File: config.mk
export PLATFORM = sky130hd
export DESIGN_NAME = perf_counter_unit
export DESIGN_NICKNAME = d
export VERILOG_FILES = /design/src/rtl/perf_pkg.sv /design/src/rtl/perf_event_counter.sv /design/src/rtl/perf_counter_unit.sv
export SDC_FILE = /design/constraint.sdc
export NUM_CORES = 1
export LEC_CHECK = 0
export ABC_CLOCK_PERIOD_IN_PS = 2900
export BUFFER_PORTS_ARGS = -buffer_cell sky130_fd_sc_hd__buf_4
export CELL_PAD_IN_SITES_DETAIL_PLACEMENT = 0
export CELL_PAD_IN_SITES_GLOBAL_PLACEMENT = 1
export CORE_ASPECT_RATIO = 1.75
export CORE_MARGIN = 4
export CORE_UTILIZATION = 45
export CTS_CLUSTER_SIZE = 30
export DETAILED_ROUTE_END_ITERATION = 10
export PLACE_DENSITY = 0.79
export SETUP_SLACK_MARGIN = 0.15
export SLEW_MARGIN = 20
export SYNTH_ARGS = -nofsm -noshare
export SYNTH_HDL_FRONTEND = slang
export SYNTH_SLANG_ARGS = --single-unit
File: constraint.sdc
create_clock -name clk -period 2.9 [get_ports clk]
set_input_delay 0.145 -clock clk [delete_from_list [all_inputs] [get_ports clk]]
set_output_delay 0.145 -clock clk [all_outputs]
set_load 0.05 [all_outputs]
File: src/rtl/perf_pkg.sv
// Shared definitions for the performance-counter block:
// register indices, CTRL bit positions, ID constant, bus FSM states.
package perf_pkg;

    localparam int NUM_CNT = 5;

    localparam logic [2:0] REG_CYC    = 3'd0;
    localparam logic [2:0] REG_INS    = 3'd1;
    localparam logic [2:0] REG_BRT    = 3'd2;
    localparam logic [2:0] REG_JMP    = 3'd3;
    localparam logic [2:0] REG_JRG    = 3'd4;
    localparam logic [2:0] REG_CTRL   = 3'd5;
    localparam logic [2:0] REG_STATUS = 3'd6;
    localparam logic [2:0] REG_ID     = 3'd7;

    localparam int CTRL_EN  = 0;
    localparam int CTRL_CLR = 1;
    localparam int CTRL_IRQ = 2;

    localparam logic [31:0] ID_VALUE = 32'h5043_0001;

    typedef enum logic [1:0] {
        ST_IDLE = 2'd0,
        ST_ACK  = 2'd1,
        ST_HOLD = 2'd2
    } bus_state_e;

endpackage

File: src/rtl/perf_event_counter.sv
// One wrapping event counter with clear / load / increment priority.
// Ports: clk, rst (async, active-low), inc, ld, ld_val, clr -> count, wrap.
module perf_event_counter #(
    parameter int CNT_W = 32
) (
    input  logic             clk,
    input  logic             rst,
    input  logic             inc,
    input  logic             ld,
    input  logic [CNT_W-1:0] ld_val,
    input  logic             clr,
    output logic [CNT_W-1:0] count,
    output logic             wrap
);

    // High during the cycle whose edge rolls the count from all-ones to 0;
    // a clear or load on that edge wins, so no wrap is reported.
    assign wrap = inc & ~ld & ~clr & (&count);

    always_ff @(posedge clk or negedge rst) begin
        if (!rst) begin
            count <= '0;
        end else if (clr) begin
            count <= '0;
        end else if (ld) begin
            count <= ld_val;
        end else if (inc) begin
            count <= count + CNT_W'(1);
        end
    end

endmodule

File: src/rtl/perf_counter_unit.sv
// Performance counters (CYC/INS/BRT/JMP/JRG) with a 4-phase req/ack register port.
// Ports: core strobes in, bus_req/we/addr/wdata in, bus_ack/rdata and ovf_irq out.
module perf_counter_unit
    import perf_pkg::*;
#(
    parameter int CNT_W       = 32,
    parameter bit IRQ_DEFAULT = 1'b0
) (
    input  logic        clk,
    input  logic        rst,
    input  logic        instr_valid,
    input  logic        branch_taken,
    input  logic        jump,
    input  logic        jump_reg,
    input  logic        bus_req,
    input  logic        bus_we,
    input  logic [2:0]  bus_addr,
    input  logic [31:0] bus_wdata,
    output logic        bus_ack,
    output logic [31:0] bus_rdata,
    output logic        ovf_irq
);

    bus_state_e state;
    bus_state_e state_next;

    logic access;
    logic wr;
    logic rd;
    logic clr;

    logic en;
    logic en_next;
    logic irq_en;
    logic irq_en_next;

    logic [4:0] status;
    logic [4:0] status_next;

    logic [NUM_CNT-1:0] event_hit;
    logic [NUM_CNT-1:0] inc;
    logic [NUM_CNT-1:0] ld;
    logic [NUM_CNT-1:0] wrap;
    logic [CNT_W-1:0]   count [NUM_CNT];

    logic [31:0] read_val;

    // Bus handshake: one access per req high-phase, performed on leaving IDLE.
    always_comb begin
        state_next = state;
        access     = 1'b0;
        unique case (state)
            ST_IDLE: begin
                if (bus_req) begin
                    access     = 1'b1;
                    state_next = ST_ACK;
                end
            end
            ST_ACK: begin
                state_next = bus_req ? ST_HOLD : ST_IDLE;
            end
            ST_HOLD: begin
                if (!bus_req) begin
                    state_next = ST_IDLE;
                end
            end
            default: begin
                state_next = ST_IDLE;
            end
        endcase
    end

    assign wr      = access & bus_we;
    assign rd      = access & ~bus_we;
    assign bus_ack = (state != ST_IDLE);

    assign clr = wr && (bus_addr == REG_CTRL) && bus_wdata[CTRL_CLR];

    // CYC always fires; the rest only for a retiring instruction.
    assign event_hit = {
        instr_valid & jump_reg,
        instr_valid & jump,
        instr_valid & branch_taken,
        instr_valid,
        1'b1
    };
    assign inc = event_hit & {NUM_CNT{en}};

    for (genvar i = 0; i < NUM_CNT; i++) begin : g_cnt
        assign ld[i] = wr && (bus_addr == 3'(i));

        perf_event_counter #(
            .CNT_W (CNT_W)
        ) u_cnt (
            .clk    (clk),
            .rst    (rst),
            .inc    (inc[i]),
            .ld     (ld[i]),
            .ld_val (bus_wdata[CNT_W-1:0]),
            .clr    (clr),
            .count  (count[i]),
            .wrap   (wrap[i])
        );
    end

    always_comb begin
        en_next     = en;
        irq_en_next = irq_en;
        if (wr && (bus_addr == REG_CTRL)) begin
            en_next     = bus_wdata[CTRL_EN];
            irq_en_next = bus_wdata[CTRL_IRQ];
        end
    end

    // A wrap on the same edge as a W1C keeps the bit set.
    always_comb begin
        status_next = status;
        if (wr && (bus_addr == REG_STATUS)) begin
            status_next = status & ~bus_wdata[4:0];
        end
        status_next = status_next | wrap;
    end

    always_comb begin
        read_val = '0;
        unique case (bus_addr)
            REG_CYC:    read_val = 32'(count[0]);
            REG_INS:    read_val = 32'(count[1]);
            REG_BRT:    read_val = 32'(count[2]);
            REG_JMP:    read_val = 32'(count[3]);
            REG_JRG:    read_val = 32'(count[4]);
            REG_CTRL: begin
                read_val[CTRL_EN]  = en;
                read_val[CTRL_IRQ] = irq_en;
            end
            REG_STATUS: read_val[4:0] = status;
            REG_ID:     read_val = ID_VALUE;
            default:    read_val = '0;
        endcase
    end

    always_ff @(posedge clk or negedge rst) begin
        if (!rst) begin
            state     <= ST_IDLE;
            bus_rdata <= '0;
            en        <= 1'b1;
            irq_en    <= IRQ_DEFAULT;
            status    <= '0;
            ovf_irq   <= 1'b0;
        end else begin
            state   <= state_next;
            en      <= en_next;
            irq_en  <= irq_en_next;
            status  <= status_next;
            ovf_irq <= (|status_next) & irq_en_next;
            if (rd) begin
                bus_rdata <= read_val;
            end else if (state_next == ST_IDLE) begin
                bus_rdata <= '0;
            end
        end
    end

endmodule

==> results.json, run 1 <==
{
  "cp_num_buf_inv": 1,
  "cp_common_cell": "nand3_1",
  "min_period_ns": 2.56,
  "io_pins": 77,
  "slew_headroom_pct": 33.9,
  "dieHeight_um": 229,
  "post_drt_wl_per_cell_um": 25.8,
  "regArea_mm2": 0.00506,
  "ys_seq_area_share_pct": 40.4,
  "crit_type": "reg -> reg",
  "area_growth_pct": 16.9,
  "netlist_area_mm2": 0.0125,
  "synth_top_family_by_area": "simple AND/OR/NAND/NOR gates",
  "crit_chain": "ha_1 > nand3_1 > nor3_1 > buf_4 > nand3_1 > o41ai_2 > o41a_1",
  "critPathArrivalTime_ns": 3.01,
  "r2r_start": "g_cnt[2].u_cnt.count[0]",
  "multi_input_area_mm2": 0.00701,
  "synthFlopType": "dfrtp_1",
  "hold_violations": 0,
  "async_reset_ff_share_pct": 100,
  "grt_pass1_wl_um": 75700,
  "run_status": "finished, final reports clean",
  "grt_start_max_net_pins": 89,
  "gp_congestion": 0.959,
  "grt_overflow": 0,
  "die-width_um": 134,
  "yosysTopAreaCellShare_pct": 40.2,
  "cp-end-kind": "flop",
  "fin_nets": 1592,
  "start_util_pct": 45.8,
  "synthTopCellsByArea": "dfrtp_1 (40%), o21ai_0 (5.4%), a21oi_1 (5.3%), nand2_1 (4.2%), nand3_1 (3.7%)",
  "p_per_area_mw_per_mm2": 655,
  "clock.fmax_mhz": 391,
  "leakage_nw": 5.67,
  "synth_edf_count": 0,
  "yosysWarnings": 0,
  "dpl_worst_slack_ns": 0.146,
  "yosysTopAreaCell": "dfrtp_1",
  "hp-class": "in -> reg",
  "drc_errors": 0,
  "worst_ep_required_time_ns": 3.36,
  "synth-compound-area-share_pct": 21.7,
  "dp_hpwl_um": 37400,
  "cpMaxStageDelayCell": "o41ai_2",
  "rsz0062_at_grt": "false",
  "setup_ws_ns": 0.345,
  "post_drt_via_cell_ratio": 6.53,
  "cts_buffers": 21,
  "synth_seq_cells": 202,
  "synth_nets": 1509,
  "fillers": 2627,
  "grt_pass1_vias": 12400,
  "ys_types": 62,
  "clkLatencyLatePin_ns": 0.52,
  "cts_buffer_depth": 3,
  "synthSimpleGateAreaFrac_pct": 22.7,
  "rrSetupSlack_ns": 0.34,
  "setup_viol": 0,
  "period_share_pct": 88.1,
  "path_max_fanout": 7,
  "post-cts-setup-buffers": 0,
  "design_area_mm2": 0.0146,
  "drtIter0Drc": 1027,
  "grt_use_total_pct": 32.1,
  "worst_slew_pin_slew_ns": 0.991,
  "wirelength_um": 49800,
  "drt_first_pass_iters": 5,
  "antenna_found_initial": 0,
  "hold_start": "bus_wdata[15]",
  "dpl_cell_area_mm2": 0.0137,
  "vias": 12600,
  "path_delay_family": "compound AO/OA/AOI/OAI gates",
  "synth_mux_area_share_pct": 5.61,
  "fp-row-count": 80,
  "startpoint": "g_cnt[2].u_cnt.count[0]",
  "synth_cells": 1461,
  "cts-root-buf": "clkbuf_16",
  "slew_viol_final": 0,
  "cpPeakStageDelay_ns": 0.64,
  "irDropWorstVdd_v": 0.000373,
  "n_antenna_cell": 0,
  "cts_tree": "built",
  "design.core.area_mm2": 0.0273,
  "syn_avg_cell_area_um2": 8.56,
  "crit_path_start_kind": "flop",
  "h-tree-depth": 1,
  "clk_pin_slew_ns": 0.07,
  "layout_commonest_cell": "dfrtp_1",
  "clock-sinks": 202,
  "die-area_mm2": 0.0306,
  "fin_tns_setup_ns": 0,
  "mostFrequentLayoutCells": "dfrtp_1 (201), nand2_1 (139), o21ai_0 (134)",
  "synthAdderAreaFrac_pct": 0.500,
  "synth_xor_area_share_pct": 5.32,
  "port-buffer-count": 76,
  "ant_nets": 0,
  "drive_gt1_share_pct": 13.3,
  "clock_skew_ns": 0.0109,
  "drv_cap": 0
}
-- synthesized netlist by cell type (6+ instances only) --
cell type,number
nor4_1,38
nand4_1,41
clkbuf_1,72
dfrtp_1,201
a22o_1,23
o21ai_0,135
inv_1,15
mux2_2,6
buf_1,11
xnor2_1,35
mux2i_1,36
and3_1,21
nand3_1,93
o311ai_0,12
o211ai_1,38
nor2b_1,6
xor2_1,41
a21oi_1,132
mux4_2,11
nor2_1,99
o22ai_1,27
nor3_1,57
buf_2,18
a22oi_1,19
and4_1,13
or2_2,6
nand2_1,139
and2_1,12
a211oi_1,34
-- final cells by class --
class,count,share of cell area [%]
multi-input cells,1140,47.9
flip-flops and latches,202,34.6
repair buffers,164,9.41
clock buffers,33,4.38
well taps,369,3.16
inverters,15,0.385
clock inverters,4,0.154
-- timing repair --
action	in CTS	in global routing
hold endpoints to repair	151	0
hold buffers	30	0
gates resized for setup	1	0
endpoints found under the setup margin	1	0
-- worst register-to-register path, stage by stage (launching register included) --
cell and delay (ns):
dfrtp_1 0.43, ha_1 0.22, nand3_1 0.24, nor3_1 0.32, buf_4 0.20, nand3_1 0.21, o41ai_2 0.64, o41a_1 0.25
-- metrics by stage --
step | hold slack (ns) | util [%] | power, mW | std cells
after floorplan | -0.151 | - | 5.76 | 1461
after global placement | 0.231 | 50.0 | 6.76 | 1860
after detailed placement | 0.232 | 50.0 | 6.81 | 1860
after CTS | 0.000192 | 53.5 | 9.56 | 1927
after global routing | 0.0297 | 53.5 | 10.0 | 1927
final | 0.0171 | 53.5 | 9.58 | 1927
-- routing by layer --
| metal | wire, um | GRT usage, % | vias up |
|---|---|---|---|
| met4 | 2840 | 16.2 | 0 |
| met1 | 18400 | 38.7 | 6168 |
| li1 | - | - | 5634 |
| met2 | 25200 | 56.1 | 617 |
| met3 | 3380 | 3.61 | 166 |
| met5 | 0 | 0 | - |
-- registers in the layout, summed over array words and instances, names as in the netlist --
name	count
irq_en	1
bus_rdata	32
state	2
g_cnt.u_cnt.count	160
en	1
ovf_irq	1
status	5
-- worst paths after layout --
kind | endpoint | cells after the start
worst max register to register | ovf_irq | 7
min in group asynchronous | g_cnt[4].u_cnt.count[7] | 2
worst min-delay path | g_cnt[2].u_cnt.count[15] | 3
worst max-delay path | ovf_irq | 7
worst min register to register | bus_rdata[21] | 2
max in group asynchronous | g_cnt[3].u_cnt.count[0] | 3
-- power by group --
group	leakage, nW	switching [mW]	internal (mW)	total, mW
Clock	0.327	1.21	1.51	2.72
Combinational	2.72	1.35	1.09	2.44
Sequential	2.62	0.987	3.43	4.42
Total	5.67	3.54	6.04	9.58
-- cells by family after synthesis --
logic type | Yosys count
AO/OA/AOI/OAI | 446
XOR/XNOR | 76
adder cells (fa/ha/maj) | 5
buffers and inverters | 119
flip-flops | 202
multiplexers | 54
AND/OR/NAND/NOR | 559
(Power assumes the default switching activity.)
==> run 2: changes to the inputs <==
CORE_ASPECT_RATIO = 1.4   (was 1.75)
==> run 2 against run 1 <==
  * Power up 4.0%
  * Sequential power down 1%
  * Utilization up 0.10 points
  * Critical path depth down 1
  * Largest cell class unchanged
  * Clock skew up 0.011 ns
  * Hold slack better by 0.016 ns
  * Die area down 0.22%
  * Highest routed layer unchanged
  * Routed wire length down 4.5%
  * Worst setup slack better by 0.014 ns
  * Global-route usage down 1.4 points
  * Via count down 1.1%
  * Sequential cell count unchanged
==> results.json, run 2 (synthesis gave the netlist of run 1 again) <==
{
  "run_status": "finished, final reports clean",
  "worst_ep_required_time_ns": 3.37,
  "grt_start_max_net_pins": 77,
  "fin_tns_setup_ns": 0,
  "min_period_ns": 2.54,
  "die-width_um": 149,
  "dp_hpwl_um": 35000,
  "wirelength_um": 47500,
  "dieHeight_um": 205,
  "h-tree-depth": 1,
  "cts_buffer_depth": 3,
  "setup_viol": 0,
  "drive_gt1_share_pct": 13.6,
  "hp-class": "in -> reg",
  "ant_nets": 0,
  "post_drt_via_cell_ratio": 6.42,
  "n_antenna_cell": 0,
  "clock-sinks": 202,
  "grt_pass1_vias": 12100,
  "drc_errors": 0,
  "antenna_found_initial": 0,
  "design.core.area_mm2": 0.0276,
  "reg.largest.list": "g_cnt.u_cnt.count: 160 flops, bus_rdata: 32 flops, status: 5 flops",
  "drv_cap": 0,
  "port-buffer-count": 76,
  "cts_buffers": 23,
  "post-route-util_pct": 53.6,
  "slew_headroom_pct": 30.5,
  "start_util_pct": 45.4,
  "hold_violations": 0,
  "cts_resized": 0,
  "clkLatencyLatePin_ns": 0.54,
  "drt_first_pass_iters": 5,
  "grt_overflow": 0,
  "cpMaxStageDelayCell": "o41ai_1",
  "clock_skew_ns": 0.0220,
  "area_growth_pct": 18.1,
  "period_share_pct": 87.6,
  "grt_pass1_wl_um": 72300,
  "irDropWorstVdd_v": 0.000387,
  "largest-register": "g_cnt.u_cnt.count",
  "p_per_area_mw_per_mm2": 674,
  "grt_use_total_pct": 30.6,
  "worst_slew_pin_slew_ns": 1.04,
  "clock.fmax_mhz": 393,
  "layout_commonest_cell": "dfrtp_1",
  "crit_path_start_kind": "flop",
  "cp_common_cell": "nand3_1",
  "cpPeakStageDelay_ns": 0.72,
  "crit_type": "reg -> reg",
  "cp_num_buf_inv": 0,
  "path_max_fanout": 7,
  "post_drt_wl_per_cell_um": 24.5,
  "rsz0062_at_grt": "false",
  "leakage_nw": 5.75,
  "crit_chain": "ha_1 > nand3_1 > nor3_1 > nand3_1 > o41ai_1 > o41a_1",
  "fp-row-count": 72,
  "fin_nets": 1602,
  "die-area_mm2": 0.0306,
  "design_area_mm2": 0.0148,
  "path_delay_family": "compound AO/OA/AOI/OAI gates",
  "cts-root-buf": "clkbuf_16",
  "largest_register_ffs": 160,
  "slew_viol_final": 0,
  "vias": 12400,
  "clk_pin_slew_ns": 0.06,
  "cts_tree": "built",
  "mostFrequentLayoutCells": "dfrtp_1 (201), nand2_1 (139), buf_4 (135)",
  "gp_congestion": 0.992,
  "io_pins": 77,
  "dpl_cell_area_mm2": 0.0137,
  "critPathArrivalTime_ns": 3.01,
  "drtIter0Drc": 1226,
  "cp-end-kind": "flop"
}
-- run 2: final cells by class --
| class | count | area, um2 |
|---|---|---|
| flip-flops and latches | 202 | 5060 |
| clock inverters | 9 | 149 |
| repair buffers | 172 | 1430 |
| multi-input cells | 1140 | 7000 |
| well taps | 370 | 463 |
| clock buffers | 31 | 626 |
| fillers | 2619 | 12800 |
| inverters | 15 | 56.3 |
-- run 2: through the flow --
stage | std cells | power, mW | hold WS [ns] | setup WS (ns)
after floorplan | 1461 | 5.76 | -0.151 | 0.869
after global placement | 1867 | 6.73 | 0.249 | 0.477
after detailed placement | 1867 | 6.77 | 0.250 | 0.449
final | 1939 | 9.97 | 0.0335 | 0.359
after CTS | 1939 | 9.92 | 0.00526 | 0.412
after global routing | 1939 | 10.4 | 0.0353 | 0.197
-- run 2: where the power goes --
| part | switching [mW] | internal (mW) |
|---|---|---|
| sequential | 0.941 | 3.43 |
| combinational | 1.37 | 1.10 |
| clock | 1.25 | 1.87 |
-- run 2: final timing paths --
path / cells past startpoint / to / start / slack, ns
max reg2reg: 6 / ovf_irq / g_cnt[2].u_cnt.count[0] / 0.36
min reg2reg: 2 / bus_rdata[13] / bus_rdata[13] / 0.48
min: 3 / g_cnt[0].u_cnt.count[24] / bus_wdata[24] / 0.03
min in group asynchronous: 2 / g_cnt[4].u_cnt.count[7] / rst / 0.23
max: 6 / ovf_irq / g_cnt[2].u_cnt.count[0] / 0.36
max in group asynchronous: 3 / g_cnt[3].u_cnt.count[12] / rst / 1.90
-- run 2: tightest hold or removal path, cell delays in order --
cell	delay, ns
buf_4	0.16
o21ai_0	0.17
a21oi_1	0.04
-- run 2: timing repair --
action / 4_1_cts / 5_1_grt
endpoints found under the hold margin: 171 / 0
hold buffers: 32 / 0
buffers inserted: 0 / 0
-- run 2: routing by layer --
metal	track usage (%)	up-vias	routed length [um]
li1	-	5659	-
met1	41.0	6060	19100
met2	49.1	618	22300
met3	4.52	108	3890
met4	14.2	0	2290
met5	0	-	0
